File: src/rtl/spi_pmodals_responder.sv
// SPI responder that stands in for the PmodALS light sensor (ADC081S021).
// Serves a programmable 8-bit sample framed by leading/trailing zeros,
// MSB first, to a master that samples MISO on SCK rising edges.
module spi_pmodals_responder #(
    parameter int FRAME_BITS  = 16,
    parameter int LEAD_ZEROS  = 4,
    parameter int DATA_BITS   = 8,
    parameter int SYNC_STAGES = 2
) (
    input  logic                 clk_100Mhz_pi,
    input  logic                 rst_pi,
    input  logic                 sck_pi,
    input  logic                 cs_pi,
    output logic                 miso_po,
    input  logic [DATA_BITS-1:0] sample_pi,
    input  logic                 sample_valid_pi,
    output logic [DATA_BITS-1:0] sample_latched_po,
    output logic                 busy_po,
    output logic                 frame_done_po,
    output logic                 abort_po,
    output logic [15:0]          frame_cnt_po
);

    localparam int CW = $clog2(FRAME_BITS + 1);

    typedef enum logic {IDLE, SHIFT} state_t;

    state_t state_q, state_d;

    logic [SYNC_STAGES-1:0] sck_sync, cs_sync;
    logic                   sck_d, cs_d;
    logic                   sck_s, cs_s;
    logic [SYNC_STAGES:0]   settle_sr;
    logic                   settled;
    logic                   cs_armed;

    logic sck_rise, sck_fall, cs_rise, cs_fall;
    logic start_frame, end_frame, do_rise, do_fall;

    logic [FRAME_BITS-1:0] shift_q;
    logic [FRAME_BITS-1:0] frame_word;
    logic [CW-1:0]         rise_cnt, fall_cnt;
    logic [DATA_BITS-1:0]  sample_q;
    logic                  miso_q, busy_q, frame_done_q, abort_q;
    logic [15:0]           frame_cnt_q;

    // Place the sample after the leading zeros; remaining bits stay zero.
    function automatic logic [FRAME_BITS-1:0] build_frame(input logic [DATA_BITS-1:0] s);
        logic [FRAME_BITS-1:0] w;
        w = '0;
        w[FRAME_BITS-1-LEAD_ZEROS -: DATA_BITS] = s;
        return w;
    endfunction

    assign sck_s = sck_sync[SYNC_STAGES-1];
    assign cs_s  = cs_sync[SYNC_STAGES-1];
    assign settled = settle_sr[SYNC_STAGES];

    // Synchronize the asynchronous SPI pins and keep one extra flop for edge detect.
    always_ff @(posedge clk_100Mhz_pi) begin
        if (rst_pi) begin
            sck_sync <= '0;
            cs_sync  <= '1;
            sck_d    <= 1'b0;
            cs_d     <= 1'b1;
        end else begin
            sck_sync <= {sck_sync[SYNC_STAGES-2:0], sck_pi};
            cs_sync  <= {cs_sync[SYNC_STAGES-2:0], cs_pi};
            sck_d    <= sck_s;
            cs_d     <= cs_s;
        end
    end

    // The cs chain resets high, so a low pin right after reset would look like a
    // falling edge; only arm frame starts once real pin data has reached the
    // synchronizer output and shown cs high.
    always_ff @(posedge clk_100Mhz_pi) begin
        if (rst_pi) begin
            settle_sr <= '0;
            cs_armed  <= 1'b0;
        end else begin
            settle_sr <= {settle_sr[SYNC_STAGES-1:0], 1'b1};
            if (settled && cs_s)
                cs_armed <= 1'b1;
        end
    end

    assign sck_rise = sck_s & ~sck_d;
    assign sck_fall = ~sck_s & sck_d;
    assign cs_rise  = cs_s & ~cs_d;
    assign cs_fall  = cs_armed & cs_d & ~cs_s;

    // State register.
    always_ff @(posedge clk_100Mhz_pi) begin
        if (rst_pi)
            state_q <= IDLE;
        else
            state_q <= state_d;
    end

    // Next state and per-cycle actions; a cs rise masks any sck edge in the same cycle.
    always_comb begin
        state_d     = state_q;
        start_frame = 1'b0;
        end_frame   = 1'b0;
        do_rise     = 1'b0;
        do_fall     = 1'b0;
        case (state_q)
            IDLE: begin
                if (cs_fall) begin
                    start_frame = 1'b1;
                    state_d     = SHIFT;
                end
            end
            SHIFT: begin
                if (cs_rise) begin
                    end_frame = 1'b1;
                    state_d   = IDLE;
                end else begin
                    do_rise = sck_rise;
                    do_fall = sck_fall;
                end
            end
            default: state_d = IDLE;
        endcase
    end

    // Frame word: a strobe in the start cycle bypasses the holding register.
    always_comb begin
        frame_word = build_frame(sample_valid_pi ? sample_pi : sample_q);
    end

    // Holding register, shift register, bit counters and status outputs.
    always_ff @(posedge clk_100Mhz_pi) begin
        if (rst_pi) begin
            sample_q     <= '0;
            shift_q      <= '0;
            rise_cnt     <= '0;
            fall_cnt     <= '0;
            miso_q       <= 1'b0;
            busy_q       <= 1'b0;
            frame_done_q <= 1'b0;
            abort_q      <= 1'b0;
            frame_cnt_q  <= '0;
        end else begin
            frame_done_q <= 1'b0;
            abort_q      <= 1'b0;
            if (sample_valid_pi)
                sample_q <= sample_pi;
            if (start_frame) begin
                shift_q  <= frame_word;
                miso_q   <= frame_word[FRAME_BITS-1];
                rise_cnt <= '0;
                fall_cnt <= '0;
                busy_q   <= 1'b1;
            end else if (end_frame) begin
                miso_q <= 1'b0;
                busy_q <= 1'b0;
                if (rise_cnt >= CW'(FRAME_BITS)) begin
                    frame_done_q <= 1'b1;
                    frame_cnt_q  <= frame_cnt_q + 16'd1;
                end else begin
                    abort_q <= 1'b1;
                end
            end else begin
                if (do_rise && (rise_cnt != '1))
                    rise_cnt <= rise_cnt + 1'b1;
                if (do_fall) begin
                    if (fall_cnt < CW'(FRAME_BITS - 1)) begin
                        shift_q  <= shift_q << 1;
                        miso_q   <= shift_q[FRAME_BITS-2];
                        fall_cnt <= fall_cnt + 1'b1;
                    end else begin
                        miso_q <= 1'b0;
                    end
                end
            end
        end
    end

    assign miso_po           = miso_q;
    assign busy_po           = busy_q;
    assign frame_done_po     = frame_done_q;
    assign abort_po          = abort_q;
    assign frame_cnt_po      = frame_cnt_q;
    assign sample_latched_po = sample_q;

endmodule

File: config.mk
export PLATFORM = sky130hd
export DESIGN_NAME = spi_pmodals_responder
export DESIGN_NICKNAME = d
export VERILOG_FILES = /design/src/rtl/spi_pmodals_responder.sv
export SDC_FILE = /design/constraint.sdc
export NUM_CORES = 1
export LEC_CHECK = 0
export ABC_AREA = 0
export BUFFER_PORTS_ARGS = -buffer_cell sky130_fd_sc_hd__buf_4
export CAP_MARGIN = 20
export CORE_UTILIZATION = 59
export DETAILED_ROUTE_END_ITERATION = 16
export PLACE_DENSITY = 0.83
export SYNTH_ARGS = -nofsm -noshare
export SYNTH_HDL_FRONTEND = slang
export SYNTH_SLANG_ARGS = --single-unit
File: constraint.sdc
create_clock -name clk_100Mhz_pi -period 5.6 [get_ports clk_100Mhz_pi]
set_input_delay 1.12 -clock clk_100Mhz_pi [delete_from_list [all_inputs] [get_ports clk_100Mhz_pi]]
set_output_delay 1.12 -clock clk_100Mhz_pi [all_outputs]
set_load 0.005 [all_outputs]
---- After elaboration in Yosys (flattened, before gate mapping) ----
Index checks and enable logic that the tools add are counted.
word-level totals
  flip-flop bits (word level) ............. 60
  bits of input ports ..................... 13
  output and inout bits ................... 28
operators by class
  add/subtract/negate cells ............... 3
  order comparisons ....................... 2
  equality and inequality tests ........... 2
  multiplexer cells ....................... 21
  bitwise logic cells ..................... 12
  reduce and logical (&&, ||, !) cells .... 12
operator list
  cell                     count
  $mux W12                 4
  $add A16 B1 Y16 const B  1
  $mux W1                  15
  $add A5 B1 Y5 const B    2
  $reduce_and A3 Y1        3
  $mux W8                  1
  $not A1 Y1               7
  $reduce_bool A2 Y1       3
  $reduce_or A3 Y1         2
  $and A1 B1 Y1            5
  $ge A5 B5 Y1 const B     1
  $lt A5 B4 Y1 const B     1
  $ne A5 B5 Y1 const B     1
  $logic_and A1 B1 Y1      2
  $ne A2 B2 Y1 const B     1
  $pmux W1 S2              1
  $reduce_and A2 Y1        1
  $reduce_or A2 Y1         1

---- Depth between registers and ports, before layout ----
Gate-level depths: netlist of the first run.
  depth after elaboration ................. 7
  gate-level depth with buffers ........... 7
  depth with buffers taken out ............ 7

---- Worst setup path before layout of the first run ----
No wires, ideal clock.
  path type ............................... input port to flip-flop
  start ................................... in rst_pi
  end ..................................... reg frame_cnt_q[0] (netlist: frame_cnt_po[0])
  setup time .............................. 0.128 ns
  data arrival time ....................... 2.019 ns
  path slack .............................. 3.453 ns
  stages .................................. 4
  path through ............................ clkbuf_1 -> clkbuf_1 -> buf_1 -> nor2_1
RTL lines
  item                  RTL line  source
  from (decl)           11        input logic rst_pi,
  to (signal assigned)  161       frame_cnt_q <= frame_cnt_q + 16'd1;
  to (decl)             45        logic [15:0] frame_cnt_q;
No word-level cell between the ends.

---- Final worst setup path of the first run ----
  start ................................... reg frame_cnt_q[8] (netlist: frame_cnt_po[8])
  end ..................................... out frame_cnt_po[8]
RTL lines
  item       RTL line  source
  to (decl)  21        output logic [15:0] frame_cnt_po
No word-level cell between the ends.

==> impl_metrics.tcl, run 1 <==
set metrics [dict create \
    final_antenna_net_count 0 \
    cp.depth 1 \
    io_pins 41 \
    synth_edf_count 0 \
    worstRegToRegCells 7 \
    synth_top_family_by_area "simple AND/OR/NAND/NOR gates" \
    synthCells 251 \
    synth_mux_area_share_pct 6.802 \
    dp_cells 326 \
    ir_drop_mv 0.3426 \
    endpoint "frame_cnt_po[8]" \
    p_comb_share_pct 3.8 \
    power_frac_seq_pct 49.4 \
    htreeDepth 3 \
    crit_chain "buf_4" \
    cts_hold_buf 0 \
    r2r_slack_ns 3.57 \
    drtIter0Drc 79 \
    power_switching_uw 176.4 \
    critPathLaunch "frame_cnt_po[8]" \
    antennaDiodeCount 0 \
    grt_use_total_pct 22.59 \
    drive_above_1_share_pct 23.13 \
    cts_resized 0 \
    period_minus_slack_ns 2.078 \
    insertion_delay_ns 0.33 \
    wirelength_um 4384 \
    numCtsBuffers 9 \
    hp-class "flop to flop" \
    ctsRootBufferMaster "clkbuf_8" \
    worst_path_max_delay_cell "dfxtp_1" \
    multi_input_area_um2 1126 \
    crit_buf_inv 1 \
    cp_max_fo 8 \
    synth_compound_area_share_pct 9.605 \
    cp_top_family "flip-flops" \
    route.detailed.wl_per_inst_um 12.82 \
    fmax_ghz 0.4813 \
    grt_pass1_vias 1642 \
    async_flop_share_pct 0 \
    critPathArrivalTime_ns 0.96 \
    drtPass1Iterations 4 \
    slew_headroom_pct 65.80 \
    floorplan.die_area_um2 4344 \
    grt_pass1_wl_um 7210 \
    synth-seq-cells 60 \
    grt_overflow 0 \
    fp-row-count 22 \
    hpwl_um 2878 \
    swShare_pct 19.87 \
    fp.dieW_um 65.91 \
    path_clk_slew_ns 0.06 \
    netlist_area_um2 2410 \
    nets 307 \
    synth_top_area_share_pct 49.84 \
    pwr-share-clk_pct 46.8 \
    netlist_top_cells_area "dfxtp_1 50%, mux2i_1 5.4%, nor2_1 5.1%" \
    gp_congestion 0.7281 \
    ys_warn_count 0 \
    clock_sinks 60 \
    synth_ff_type "dfxtp_1" \
    maxCapViolations 0 \
    portBuffers 40 \
    synthSimpleGateAreaFrac_pct 24.09 \
    regArea_um2 1201 \
    worstSetupEndpointType "output port" \
    synth_fa_ha_area_share_pct 2.596 \
    drc_errors 0 \
    tightest_slew_ns 0.5131 \
    die_h_um 65.91 \
    rsz0062_at_grt "false" \
    synth_top_area_cell "dfxtp_1" \
    synth-xor-area-share_pct 3.634 \
    vias_per_cell 5.380 \
    path_class "flop to output port" \
    synthTopCellsByCount "60 x dfxtp_1, 33 x nor2_1, 16 x a21oi_1, 13 x mux2i_1, 13 x nand2_1" \
    areaGrowthSynthToFinish_pct 21.44 \
    leakagePower_uw 0.001308 \
    synth_fp_nets 269 \
    whs_ns 0.4110 \
    vias 1840 \
    power_per_cell_area_nw_per_um2 303.5 \
    syn_avg_cell_area_um2 9.601 \
    cts_tree "built" \
    cts_setup_buffers 0 \
    synth-seq-area-share_pct 49.84 \
    clockBufferDepth 2 \
    regToRegEndpoint "rise_cnt[3]" \
    synth.distinct_cells 43 \
    timing.final.crit_share_pct 37.10 \
    initial_core_util_pct 63.44 \
    core_um2 3799 \
    outcome "completed" \
    start_kind "flop" \
    layout.cells.non_filler 342 \
    totalNegativeSetupSlack_ns 0 \
    final_hold_viol_count 0 \
    internal-power_uw 711.6 \
    fin_skew_ns 0.005236 \
    grt_max_degree 48 \
    critical_path.max_stage_delay_ns 0.47 \
    maxSlewViolCount 0 \
    setup_viol 0 \
    r2r-start "rise_cnt[0]" \
    antenna_found_initial 0 \
    yosysMostFrequentCell "dfxtp_1" \
    cp.required_ns 4.48 \
    nFillCells 275 \
]
power groups by stage:
stage / Sequential (uW) / Combinational, uW / Clock (uW)
after global placement: 448 / 33.1 / 0
after CTS: 438 / 34.0 / 425
after floorplan: 447 / 20.4 / 0
final: 438 / 33.7 / 416
after global routing: 439 / 37.3 / 445
after detailed placement: 448 / 33.7 / 0
layout by cell type (no fill, tap or decap), types with 9 or more instances in the layout:
| cell | instances |
|---|---|
| nor2_1 | 33 |
| mux2i_1 | 13 |
| clkbuf_8 | 10 |
| buf_4 | 40 |
| a21oi_1 | 16 |
| nand2_1 | 13 |
| or3_1 | 9 |
| dfxtp_1 | 60 |
worst min path at each step:
stage / slack, ns / to / cells past startpoint / from
after detailed placement: 0.40 / cs_sync[1] / 1 / cs_sync[0]
after CTS: 0.42 / cs_sync[1] / 1 / cs_sync[0]
after floorplan: 0.39 / cs_sync[1] / 1 / cs_sync[0]
after global routing: 0.43 / cs_sync[1] / 1 / cs_sync[0]
after global placement: 0.40 / cs_sync[1] / 1 / cs_sync[0]
final: 0.41 / cs_sync[1] / 1 / cs_sync[0]
through the flow:
step	utilization, %	total power [uW]	area [um^2]	worst slack, ns
final	77.04	888.1	2927	3.522
after global routing	77.04	921.3	2927	3.437
after CTS	77.04	897.1	2927	3.496
after detailed placement	71.34	481.5	2710	3.288
after global placement	71.34	480.7	2710	3.302
after floorplan	-	467.2	2410	3.453
layer usage:
metal	vias to the layer above	wire length [um]	GRT usage, %
met5	-	0	0
met4	0	42	8.696
met3	6	196	10.00
met2	37	2072	36.48
met1	845	2073	26.00
li1	952	-	-
cells by family after synthesis:
family | Yosys count
AO/OA/AOI/OAI | 36
XOR/XNOR | 10
adder cells (fa/ha/maj) | 5
buffers and inverters | 19
flip-flops | 60
multiplexers | 16
AND/OR/NAND/NOR | 105
state kept, by name, indices dropped and copies added, names as in the netlist:
signal,count
cs_armed,1
rise_cnt,5
busy_po,1
abort_po,1
sample_latched_po,8
state_q,1
sck_d,1
settle_sr,3
cs_sync,2
frame_cnt_po,16
shift_q,11
cs_d,1
frame_done_po,1
miso_po,1
sck_sync,2
fall_cnt,5
cell type report:
| class | count | area share, % |
|---|---|---|
| flip-flops and latches | 60 | 41.04 |
| multi-input cells | 172 | 38.48 |
| repair buffers | 40 | 10.26 |
| clock buffers | 11 | 4.831 |
| clock inverters | 5 | 2.565 |
| well taps | 48 | 2.052 |
| inverters | 6 | 0.7696 |
(Power assumes the default switching activity.)
==> inputs of run 2 (changes only) <==
ABC_AREA = 1   (was 0)
CORE_UTILIZATION = 50   (was 59)
PLACE_DENSITY = 0.74   (was 0.83)
clock period = 1.8 ns   (was 5.6 ns; I/O delays follow)
==> impl_metrics.tcl, run 2 <==
set metrics [dict create \
    gp_congestion 0.7588 \
    synth_compound_area_share_pct 11.42 \
    fp.dieW_um 74.53 \
    regToRegEndpoint "fall_cnt[3]" \
    htreeDepth 3 \
    synth_top_family_by_area "simple AND/OR/NAND/NOR gates" \
    syn_avg_cell_area_um2 7.225 \
    synthCells 364 \
    setup_viol 0 \
    synth_top_area_share_pct 45.67 \
    synthTopCellsByCount "100 x nand2_1, 60 x dfxtp_1, 48 x nor2_1, 39 x inv_1, 33 x a21oi_1" \
    cts_setup_buffers 0 \
    critPathArrivalTime_ns 1.82 \
    clockBufferDepth 2 \
    min_to "cs_sync[0]" \
    power_switching_uw 573.6 \
    async_flop_share_pct 0 \
    antennaDiodeCount 0 \
    synth-seq-area-share_pct 45.67 \
    synthSimpleGateAreaFrac_pct 32.06 \
    period_minus_slack_ns 1.552 \
    portBuffers 40 \
    path_class "flop to flop" \
    internal-power_uw 2176 \
    drtIter0Drc 123 \
    dpl_cell_area_um2 2983 \
    slew_headroom_pct 64.91 \
    maxSlewViolCount 0 \
    pwr-share-clk_pct 46.2 \
    wirelength_um 5242 \
    clock_sinks 60 \
    antenna_found_initial 0 \
    worst_slack_ns 0.2480 \
    min_path_cells 2 \
    vias 2322 \
    final_antenna_net_count 0 \
    fin_area_um2 3192 \
    floorplan.die_area_um2 5554 \
    layout_commonest_cell "nand2_1" \
    drtPass1Iterations 4 \
    netlist_area_um2 2630 \
    ys_warn_count 0 \
    total_power_uw 2749 \
    drive_above_1_share_pct 17.52 \
    rsz0062_at_grt "false" \
    final_cell_mix "100 x nand2_1, 60 x dfxtp_1, 48 x nor2_1, 40 x buf_4, 39 x inv_1" \
    grt_use_total_pct 20.75 \
    final_hold_viol_count 0 \
    synth_fa_ha_area_share_pct 2.379 \
    power_frac_seq_pct 49.5 \
    ir_drop_mv 0.5302 \
    cts_hold_buf 0 \
    place_ws_ns 0.2662 \
    areaGrowthSynthToFinish_pct 21.36 \
    synth_edf_count 0 \
    fmax_ghz 0.6443 \
    fin_skew_ns 0.008492 \
    p_comb_share_pct 4.3 \
    power_per_cell_area_nw_per_um2 861.4 \
    worstRegToRegCells 6 \
    tightest_slew_ns 0.5224 \
    grt_pass1_wl_um 8797 \
    synth_ff_type "dfxtp_1" \
    route.detailed.wl_per_inst_um 10.90 \
    die_h_um 74.53 \
    grt_pass1_vias 2033 \
    synth_mux_area_share_pct 0 \
    initial_core_util_pct 51.82 \
    nets 426 \
    grt_max_degree 31 \
    vias_per_cell 4.827 \
    numCtsBuffers 9 \
    cts_tree "built" \
    fp-row-count 26 \
    cts_resized 0 \
    leakagePower_uw 0.001417 \
    outcome "completed" \
    cp.required_ns 2.06 \
    hpwl_um 3574 \
    cp_max_fo 12 \
    core_um2 5075 \
    yosysMostFrequentCell "nand2_1" \
    io_pins 41 \
    hp-class "input port to flop" \
    synth-xor-area-share_pct 0.9990 \
    netlist_top_cells_area "dfxtp_1 46%, nand2_1 14%, nor2_1 6.9%" \
    maxCapViolations 0 \
    synth.distinct_cells 31 \
    swShare_pct 20.86 \
    synth_fp_nets 382 \
    r2r-start "cs_sync[1]" \
    ctsRootBufferMaster "clkbuf_8" \
    r2r_slack_ns 0.25 \
    grt_overflow 0 \
    synth-seq-cells 60 \
    timing.final.crit_share_pct 86.22 \
    insertion_delay_ns 0.33 \
    path_clk_slew_ns 0.07 \
    start_kind "flop" \
    synth_top_area_cell "dfxtp_1" \
    whs_ns 0.2242 \
    totalNegativeSetupSlack_ns 0 \
    hold_start "cs_pi" \
    drc_errors 0 \
    worstSetupEndpointType "flop" \
    largest_reg_flops 16 \
]
[run 2: worst max path at each step]
stage	slack, ns	endpoint	from	depth (start not counted)
6_report	0.25	fall_cnt[3]	cs_sync[1]	6
5_1_grt	0.10	shift_q[13]	sck_d	7
4_1_cts	0.23	fall_cnt[3]	cs_sync[1]	6
3_5_place_dp	0.27	fall_cnt[3]	cs_sync[1]	6
3_3_place_gp	0.31	fall_cnt[4]	cs_sync[1]	6
2_1_floorplan	0.47	rise_cnt[3]	rise_cnt[0]	8
[run 2: metal layers]
metal | global-route usage [%] | share of wire (%) | up-vias
li1 | - | - | 1240
met1 | 27.49 | 51 | 1030
met2 | 32.23 | 44 | 43
met3 | 4.201 | 3.0 | 9
met4 | 10.27 | 2.1 | 0
met5 | 0 | 0 | -
[run 2: per-stage QoR]
step	cells	util (%)
3_3_place_gp	467	58.78
4_1_cts	481	62.89
3_5_place_dp	467	58.78
2_1_floorplan	364	-
6_report	481	62.89
5_1_grt	481	62.89
[run 2: layout make-up]
type | count | area, um^2
multi-input cells | 254 | 1232
clock inverters | 1 | 30.03
inverters | 43 | 161.4
clock buffers | 13 | 178.9
fillers | 492 | 1883
repair buffers | 40 | 300.3
well taps | 70 | 87.58
flip-flops and latches | 60 | 1201
[run 2: cells by family (layout without fill, tap and decap cells)]
kind of cell / count (synthesis) / after routing
XOR/XNOR: 3 / 3
AO/OA/AOI/OAI: 55 / 55
flip-flops: 60 / 60
buffers and inverters: 50 / 97
adder cells (fa/ha/maj): 5 / 5
AND/OR/NAND/NOR: 191 / 191
[run 2: power groups by stage]
stage               Clock (uW)  Sequential, uW  Combinational (uW)
global route              1340            1360                 135
CTS                       1290            1360                 119
detailed placement           0            1390                 118
floorplan                    0            1390                71.5
finish                    1270            1360                 117
global placement             0            1390                 117
[run 2: critical path, cell delays in order (launching register included)]
cell and delay, ns:
dfxtp_1 0.55, clkinv_1 0.14, nand2_1 0.10, nor2_2 0.10, nor2_2 0.29, inv_1 0.16, a21oi_1 0.15
